$ cat config.mk
export PLATFORM = sky130hd
export DESIGN_NAME = tape_cas_player
export DESIGN_NICKNAME = d
export VERILOG_FILES = /design/src/rtl/tape_pkg.sv /design/src/rtl/tape_cas_player_bit_cell.sv /design/src/rtl/tape_cas_player.sv
export SDC_FILE = /design/constraint.sdc
export NUM_CORES = 1
export LEC_CHECK = 0
export BUFFER_PORTS_ARGS = -buffer_cell sky130_fd_sc_hd__buf_4
export CAP_MARGIN = 10
export CELL_PAD_IN_SITES_DETAIL_PLACEMENT = 1
export CELL_PAD_IN_SITES_GLOBAL_PLACEMENT = 1
export CORE_AREA = 2 2 69 71
export CTS_BUF_LIST = sky130_fd_sc_hd__clkbuf_8
export CTS_CLUSTER_DIAMETER = 150
export DETAILED_ROUTE_END_ITERATION = 10
export DIE_AREA = 0 0 71 73
export PLACE_DENSITY = 0.75
export SLEW_MARGIN = 30
export SYNTH_ARGS = -nofsm -noshare
export SYNTH_HDL_FRONTEND = slang
export SYNTH_HIERARCHICAL = 1
export SYNTH_SLANG_ARGS = --single-unit
export TNS_END_PERCENT = 50
$ cat constraint.sdc
create_clock -name clk_i -period 5.47 [get_ports clk_i]
set_input_delay 0.547 -clock clk_i [delete_from_list [all_inputs] [get_ports clk_i]]
set_output_delay 0.547 -clock clk_i [all_outputs]
set_load 0.02 [all_outputs]
$ cat src/rtl/tape_pkg.sv
// State encoding and fixed byte values shared by the CAS tape player.
package tape_pkg;

  typedef logic [2:0] tape_state_t;

  localparam tape_state_t IDLE   = 3'd0;
  localparam tape_state_t LEADER = 3'd1;
  localparam tape_state_t FETCH  = 3'd2;
  localparam tape_state_t CELL   = 3'd3;
  localparam tape_state_t PAUSE  = 3'd4;
  localparam tape_state_t FINISH = 3'd5;

  localparam logic [7:0] SYNC_BYTE   = 8'hA5;
  localparam logic [7:0] LEADER_BYTE = 8'h00;

endpackage

$ cat src/rtl/tape_cas_player_bit_cell.sv
// One 500-baud bit cell: clock pulse at phase 0, data pulse at mid-cell, registered output.
// A cell may only begin (leave phase 0) while motor_i is high; once begun it always completes.
module tape_bit_cell
  import tape_pkg::*;
#(
  parameter int unsigned BIT_CYCLES   = 84000,
  parameter int unsigned PULSE_CYCLES = 5250
) (
  input  logic clk_i,
  input  logic rst_i,
  input  logic go_i,
  input  logic bit_i,
  input  logic motor_i,
  output logic tape_o,
  output logic cell_end_o
);

  localparam int unsigned PW = $clog2(BIT_CYCLES);
  localparam logic [PW-1:0] PH_LAST  = PW'(BIT_CYCLES - 1);
  localparam logic [PW-1:0] PH_HALF  = PW'(BIT_CYCLES / 2);
  localparam logic [PW-1:0] PH_PULSE = PW'(PULSE_CYCLES);
  localparam logic [PW-1:0] PH_DEND  = PW'(BIT_CYCLES / 2 + PULSE_CYCLES);
  localparam logic [PW-1:0] PH_ONE   = PW'(1);

  logic [PW-1:0] ph_q, ph_d;
  logic          tape_q, tape_d;
  logic          run;

  // Phase 0 doubles as the wait point while the motor is off.
  assign run        = go_i && ((ph_q != '0) || motor_i);
  assign cell_end_o = run && (ph_q == PH_LAST);
  assign tape_o     = tape_q;

  always_comb begin
    ph_d   = '0;
    tape_d = 1'b0;
    if (run) begin
      ph_d = cell_end_o ? '0 : ph_q + PH_ONE;
      if (ph_q < PH_PULSE) begin
        tape_d = 1'b1;
      end else if ((ph_q >= PH_HALF) && (ph_q < PH_DEND)) begin
        tape_d = bit_i;
      end
    end
  end

  always_ff @(posedge clk_i or posedge rst_i) begin
    if (rst_i) begin
      ph_q   <= '0;
      tape_q <= 1'b0;
    end else begin
      ph_q   <= ph_d;
      tape_q <= tape_d;
    end
  end

endmodule

$ cat src/rtl/tape_cas_player.sv
// CAS byte stream to TRS-80 Level II 500-baud pulse code, MSB first, motor-gated.
// TAPE_CAS_LEADER_EN: start first plays LEADER_BYTES x 0x00 and a 0xA5 sync byte with no handshake.
module tape_cas_player
  import tape_pkg::*;
#(
  parameter int unsigned BIT_CYCLES   = 84000,
  parameter int unsigned PULSE_CYCLES = 5250
`ifdef TAPE_CAS_LEADER_EN
  ,
  parameter int unsigned LEADER_BYTES = 256
`endif
) (
  input  logic       clk_i,
  input  logic       reset_i,
  input  logic       start_i,
  input  logic       abort_i,
  input  logic       motor_i,
  input  logic       in_valid_i,
  output logic       in_ready_o,
  input  logic [7:0] in_data_i,
  input  logic       in_last_i,
  output logic       tape_out_o,
  output logic       busy_o,
  output logic       done_o
);

  tape_state_t state_q, state_d;
  logic [7:0]  sh_q, sh_d;
  logic [2:0]  bitcnt_q, bitcnt_d;
  logic        lst_q, lst_d;
  logic        hs, go, cell_end;

`ifdef TAPE_CAS_LEADER_EN
  localparam int unsigned LW = $clog2(LEADER_BYTES + 1);
  logic [LW-1:0] ldr_q, ldr_d;
`endif

  assign in_ready_o = (state_q == FETCH);
  assign hs         = in_valid_i && in_ready_o;
  assign busy_o     = (state_q != IDLE);
  assign done_o     = (state_q == FINISH);

`ifdef TAPE_CAS_LEADER_EN
  assign go = !abort_i && ((state_q == CELL) || (state_q == LEADER));
`else
  assign go = !abort_i && (state_q == CELL);
`endif

  tape_bit_cell #(
    .BIT_CYCLES  (BIT_CYCLES),
    .PULSE_CYCLES(PULSE_CYCLES)
  ) u_cell (
    .clk_i     (clk_i),
    .rst_i     (reset_i),
    .go_i      (go),
    .bit_i     (sh_q[7]),
    .motor_i   (motor_i),
    .tape_o    (tape_out_o),
    .cell_end_o(cell_end)
  );

  always_comb begin
    state_d  = state_q;
    sh_d     = sh_q;
    bitcnt_d = bitcnt_q;
    lst_d    = lst_q;
`ifdef TAPE_CAS_LEADER_EN
    ldr_d    = ldr_q;
`endif
    case (state_q)
      IDLE: begin
        if (start_i) begin
`ifdef TAPE_CAS_LEADER_EN
          state_d  = LEADER;
          sh_d     = LEADER_BYTE;
          bitcnt_d = 3'd7;
          lst_d    = 1'b0;
          ldr_d    = LW'(LEADER_BYTES);
`else
          state_d  = FETCH;
`endif
        end
      end
      FETCH: begin
        if (hs) begin
          sh_d     = in_data_i;
          lst_d    = in_last_i;
          bitcnt_d = 3'd7;
          state_d  = motor_i ? CELL : PAUSE;
        end
      end
      CELL: begin
        if (cell_end) begin
          if (bitcnt_q != 3'd0) begin
            sh_d     = {sh_q[6:0], 1'b0};
            bitcnt_d = bitcnt_q - 3'd1;
            if (!motor_i) state_d = PAUSE;
          end else if (lst_q) begin
            state_d = FINISH;
          end else begin
            state_d = FETCH;
          end
        end
      end
      PAUSE: begin
        if (motor_i) state_d = CELL;
      end
`ifdef TAPE_CAS_LEADER_EN
      // ldr_q counts bytes still to play after the current one; the last of them is the sync byte.
      LEADER: begin
        if (cell_end) begin
          if (bitcnt_q != 3'd0) begin
            sh_d     = {sh_q[6:0], 1'b0};
            bitcnt_d = bitcnt_q - 3'd1;
          end else if (ldr_q != '0) begin
            sh_d     = (ldr_q == LW'(1)) ? SYNC_BYTE : LEADER_BYTE;
            bitcnt_d = 3'd7;
            ldr_d    = ldr_q - LW'(1);
          end else begin
            state_d = FETCH;
          end
        end
      end
`endif
      FINISH:  state_d = IDLE;
      default: state_d = IDLE;
    endcase
    if (abort_i) state_d = IDLE;
  end

  always_ff @(posedge clk_i or posedge reset_i) begin
    if (reset_i) begin
      state_q  <= IDLE;
      sh_q     <= 8'h00;
      bitcnt_q <= 3'd0;
      lst_q    <= 1'b0;
`ifdef TAPE_CAS_LEADER_EN
      ldr_q    <= '0;
`endif
    end else begin
      state_q  <= state_d;
      sh_q     <= sh_d;
      bitcnt_q <= bitcnt_d;
      lst_q    <= lst_d;
`ifdef TAPE_CAS_LEADER_EN
      ldr_q    <= ldr_d;
`endif
    end
  end

endmodule

## Word level (Yosys, flattened, before mapping)

Cells that the tools add are included.

- Flip-flop bits (word level): 33
- Output and inout bits: 4
- Bits of input ports: 15
- Word-level logic and storage cells: 62

- $add $sub $neg: 2
- Equal/unequal tests: 13
- Reduce and logical (&&, ||, !) cells: 15
- Order comparisons: 3
- Muxes and demuxes: 23

Operator list:

| kind | number |
|---|---|
| 3-bit two-way mux | 12 |
| 17-bit two-way mux | 2 |
| 8-bit two-way mux | 3 |
| 17-bit by 1-bit adder with 17-bit output (second input constant) | 1 |
| 17-bit equality test (second input constant) | 1 |
| 17-bit by 16-bit >= comparator with 1-bit output (second input constant) | 1 |
| 17-bit by 13-bit less-than comparator with 1-bit output (second input constant) | 1 |
| 17-bit by 16-bit less-than comparator with 1-bit output (second input constant) | 1 |
| 17-bit nonzero test | 1 |
| 8-bit one-hot mux with 2 select lines | 1 |
| 3-bit one-hot mux with 4 select lines | 1 |
| 3-bit by 2-bit equality test with 1-bit output (second input constant) | 2 |
| 3-bit equality test (second input constant) | 2 |
| 2-bit by 1-bit != test with 1-bit output (second input constant) | 3 |
| 3-bit by 2-bit != test with 1-bit output (second input constant) | 2 |
| 3-bit != test (second input constant) | 2 |
| 3-bit one-hot mux with 2 select lines | 1 |
| 3-bit nonzero test | 2 |
| 1-bit logical AND | 5 |
| 5-bit AND reduction | 1 |
| 4-bit != test (second input constant) | 1 |
| 4-bit AND reduction | 1 |
| 3-bit logical NOT | 1 |
| 1-bit two-way mux | 3 |
| 5 further kinds | 5 |

## Logic depth before layout (Yosys ltp)

- Word-level depth: 7
- Gate-level depth with buffers: 11
- Depth with buffers taken out: 9

## Hierarchy

Netlist, hierarchy kept.

Modules (own cells, without submodules):

| module | area an instance (µm²) | seq. area each (µm²) | times used | cells each |
|---|---|---|---|---|
| tape_bit_cell | 1104.8 | 450.4 | 1 | 122 |
| tape_cas_player | 799.5 | 375.4 | 1 | 87 |

## Worst setup path after synthesis

OpenSTA, ideal clock, no wires.

- Path kind: flip-flop to flip-flop
- Start point: register u_cell.ph_q[1]
- End point: register sh_q[1]
- Setup slack: 3015 ps
- Clock period less this slack: 2455 ps
- Data arrival time: 2323 ps
- Cell stages (with the launch flop): 12
- Path through: dfrtp_1 > ha_1 > and4_2 > clkbuf_1 > nand2_1 > nor3_4 > nor2b_1 > nand2_1 > or3_1 > buf_2 > o22ai_1 > a21oi_1

- Longest elaborated chain between the ends: 6

Ends and longest elaborated chain:

| element | RTL line | text |
|---|---|---|
| start, declared | tape_cas_player_bit_cell.sv:25 | `logic [PW-1:0] ph_q, ph_d;` |
| start signal, assigned | tape_cas_player_bit_cell.sv:52 | `ph_q <= ph_d;` |
| 17-bit nonzero test | tape_cas_player_bit_cell.sv:30 | `assign run = go_i && ((ph_q != '0) \|\| motor_i);` |
| 1-bit logical OR | tape_cas_player_bit_cell.sv:30 |  |
| 1-bit logical AND | tape_cas_player_bit_cell.sv:30 |  |
| 1-bit logical AND (*) | tape_cas_player_bit_cell.sv:31 | `assign cell_end_o = run && (ph_q == PH_LAST);` |
| net cell_end | tape_cas_player.sv:31 | `logic hs, go, cell_end;` |
| 2-bit by 1-bit != test with 1-bit output (no line) (*) | n/a |  |
| 4-bit AND reduction (no line) (*) | n/a |  |
| end signal, assigned | tape_cas_player.sv:134 | `sh_q <= 8'h00;` |
| end signal, assigned | tape_cas_player.sv:142 | `sh_q <= sh_d;` |
| end, declared | tape_cas_player.sv:28 | `logic [7:0] sh_q, sh_d;` |

The timed path passes the listed nets; every way through them passes the cells marked *.
A chain may end at the register's enable or synchronous reset.

## Final worst setup path

- Start point: register u_cell.ph_q[1]
- End point: register sh_q[3]

Same word-level chain as after synthesis.

==> reports/metrics.yaml <==
power_and_ir_drop:
  powerDensity_nw_per_um2: 259
  p_int_uw: 413
  pwr-share-seq: 0.514
  p_sw_uw: 144
  ir_worst_vdd_mv: 0.126
  combPwrFrac: 0.121
  switching_share: 0.259
  power_uw: 556
  p_clk_frac: 0.365
  power.leakage_uw: 0.000900
job:
  cap_violations: 0
route:
  drc: 0
  routedWlPerCell_um: 16.5
  drtPass1Iterations: 4
  wl_met3_um: 167
  first_iter_violations: 56
  postRouteAntennaNets: 0
  vias_per_cell: 5.77
  routed-wl-met2_um: 2190
  vias: 1605
  top_layer: "met4"
  drt_wl_total_um: 4590
  wl_met1_um: 2140
sta:
  maxSlewHeadroom: 0.447
  setup_tns_ns: 0
  fin_crit_sh: 0.541
  slew_viol_final: 0
  hold_viol: 0
  period_needed_ns: 2.96
  max_freq_ghz: 0.338
  rsz0062_at_grt: "no"
  setup_viol: 0
  worst_pin_slew_ns: 0.829
  fin_worst_skew_ns: 0.00553
grt:
  gr-usage-all-layers: 0.192
  grt_pass1_wl_um: 7820
  grt_start_max_net_pins: 20
  grt_antenna_before_repair: 0
  first_global_vias: 1640
  overflow: 0
floorplanning:
  die_y_um: 73
  num_io_pins: 19
  core_area_um2: 4540
  dieArea_um2: 5180
  start_util: 0.420
  rows: 25
  dieWidth_um: 71
clocking:
  clock_latency_ns: 0.28
  cts_tree: "yes"
  cts_setup_buffers: 0
  cts_resized: 0
  htreeDepth: 2
  cts_hold_buf: 0
  cts_buffers: 5
  clk_pin_slew_worst_paths_ns: 0.07
  cts_root_buffer: "clkbuf_8"
  clockBufferDepth: 2
  cts_sinks: 33
synth:
  syn-num-nets: 228
  syn-cell-area_um2: 1900
  synth_seq_cells: 33
  yosysTopAreaCellShare: 0.434
  avgSynthCellArea_um2: 9.11
  yosysSeqAreaShare: 0.434
  ys_types: 51
  yosys.area.top_type: "dfrtp_1"
  synth_area_leaders: "dfrtp_1 (43%), nor3_1 (4.5%), nand2_1 (3.5%), xor2_1 (3.2%), inv_1 (3.0%)"
  syn_inst: 209
  synth_warnings: 6
layout:
  postLayoutCoreUtil: 0.474
  fillers: 542
  design_area_um2: 2150
  antennaDiodeCount: 0
  final_common_cell: "dfrtp_1"
  finalNetCount: 242
  final_cell_mix: "dfrtp_1 (33), nand2_1 (18), buf_4 (18)"
  drive_gt1_frac: 0.170
  area_growth_pct: 12.8
critical_path:
  path_class: "flip-flop to flip-flop"
  cp.arrival_ns: 3.12
  cp_slowest_cell: "nor3_4"
  worstPathRequired_ns: 5.63
  max_stage_delay_ns: 0.63
  cp-end-kind: "flip-flop"
  cp_max_fo: 17
  reg2regPathDepth: 9
  startpoint_type: "flip-flop"
  critical_path.cell_chain: "ha_1, and4_2, nand2_1, nor3_4, nor2b_1, nand2_1, or3_1, o22ai_1, a21oi_1"
  path_common_cell: "nand2_1"
placed_design:
  dpl_cell_area_um2: 2050
  dp_hpwl_um: 3250
  port_buffers: 18
  gp_congestion: 0.740
worst_hold_path:
  min_path_type: "primary input to async pin"
status:
  status: "completed"
-- area by class of cell --
class | count | area, µm² | share of cell area
Multi-Input combinational cell | 149 | 958 | 0.446
Sequential cell | 33 | 826 | 0.384
Timing Repair Buffer | 18 | 135 | 0.0629
Clock buffer | 7 | 96.3 | 0.0448
Tap cell | 54 | 67.6 | 0.0315
Inverter | 16 | 60.1 | 0.0280
Clock inverter | 1 | 5.00 | 0.00233
-- path summary, 6_finish.rpt --
path                       slack [ns]             end           start
max                              2.51         sh_q[3]  u_cell/ph_q[1]
min                              0.33         sh_q[1]         reset_i
max in group asynchronous        4.58  u_cell/ph_q[1]         reset_i
max reg2reg                      2.51         sh_q[3]  u_cell/ph_q[1]
min in group clk_i               0.48         sh_q[0]    in_data_i[0]
min reg2reg                      0.51         sh_q[0]         sh_q[0]
-- power groups by stage --
stage,combinational [µW],clock (µW),sequential (µW)
after floorplan,47.1,0,284
after detailed placement,69.0,0,291
after global placement,66.8,0,291
after global routing,78.3,217,289
after CTS,68.8,211,287
final,67.4,203,286
-- cell usage after synthesis (all sizes together) --
master and instances:
inv 15, nor3b 2, a221oi 1, nor4b 1
a22o 2, o22ai 7, or2 1, o31a 1
o311ai 1, clkinv 1, nor2 14, nand2b 3
nor2b 4, xor2 7, o21ai 7, and3 2
mux2i 2, ha 4, or4 2, a21oi 8
a22oi 2, o32ai 1, nand2 18, and4 2
o31ai 3, xnor2 3, buf 8, clkbuf 3
nand4 6, nor3 20, a211oi 6, nand3 5
a211o 1, nor4 1, o2bb2ai 1, or3 6
dfrtp 33, a31oi 5
-- state kept, by name, summed over array words and instances (netlist names) --
| name | count |
|---|---|
| u_cell/ph_q | 17 |
| sh_q | 8 |
| bitcnt_q | 3 |
| state_q | 3 |
| lst_q | 1 |
| u_cell/tape_o | 1 |
-- worst max-delay path, delay by kind of cell (launching register included) --
| kind | cells | cell delay [ns] |
|---|---|---|
| fa+ha+maj | 1 | 0.24 |
| simple gates | 6 | 1.89 |
| flops | 1 | 0.45 |
| compound gates | 2 | 0.27 |
-- routing by layer --
| metal | global-route usage | up-vias |
|---|---|---|
| met2 | 0.324 | 27 |
| met5 | 0 | - |
| met1 | 0.242 | 791 |
| met3 | 0.0442 | 9 |
| li1 | - | 778 |
| met4 | 0.0734 | 0 |
-- cell families after synthesis --
group           count (synthesis)  share of synthesized area
mux                             2                     0.0105
compound gates                 46                      0.164
simple gates                   87                      0.256
fa+ha+maj                       4                     0.0263
buf+inv                        27                     0.0631
flops                          33                      0.434
xor+xnor                       10                     0.0460
-- stage by stage --
step           hold WS [ns]  setup slack, ns  std cells
2_1_floorplan         0.448             3.01        209
3_3_place_gp          0.494             2.61        270
3_5_place_dp          0.497             2.52        270
4_1_cts               0.348             2.50        278
5_1_grt               0.379             2.29        278
6_report              0.327             2.51        278
No activity file was read; power rests on OpenSTA's default activity.
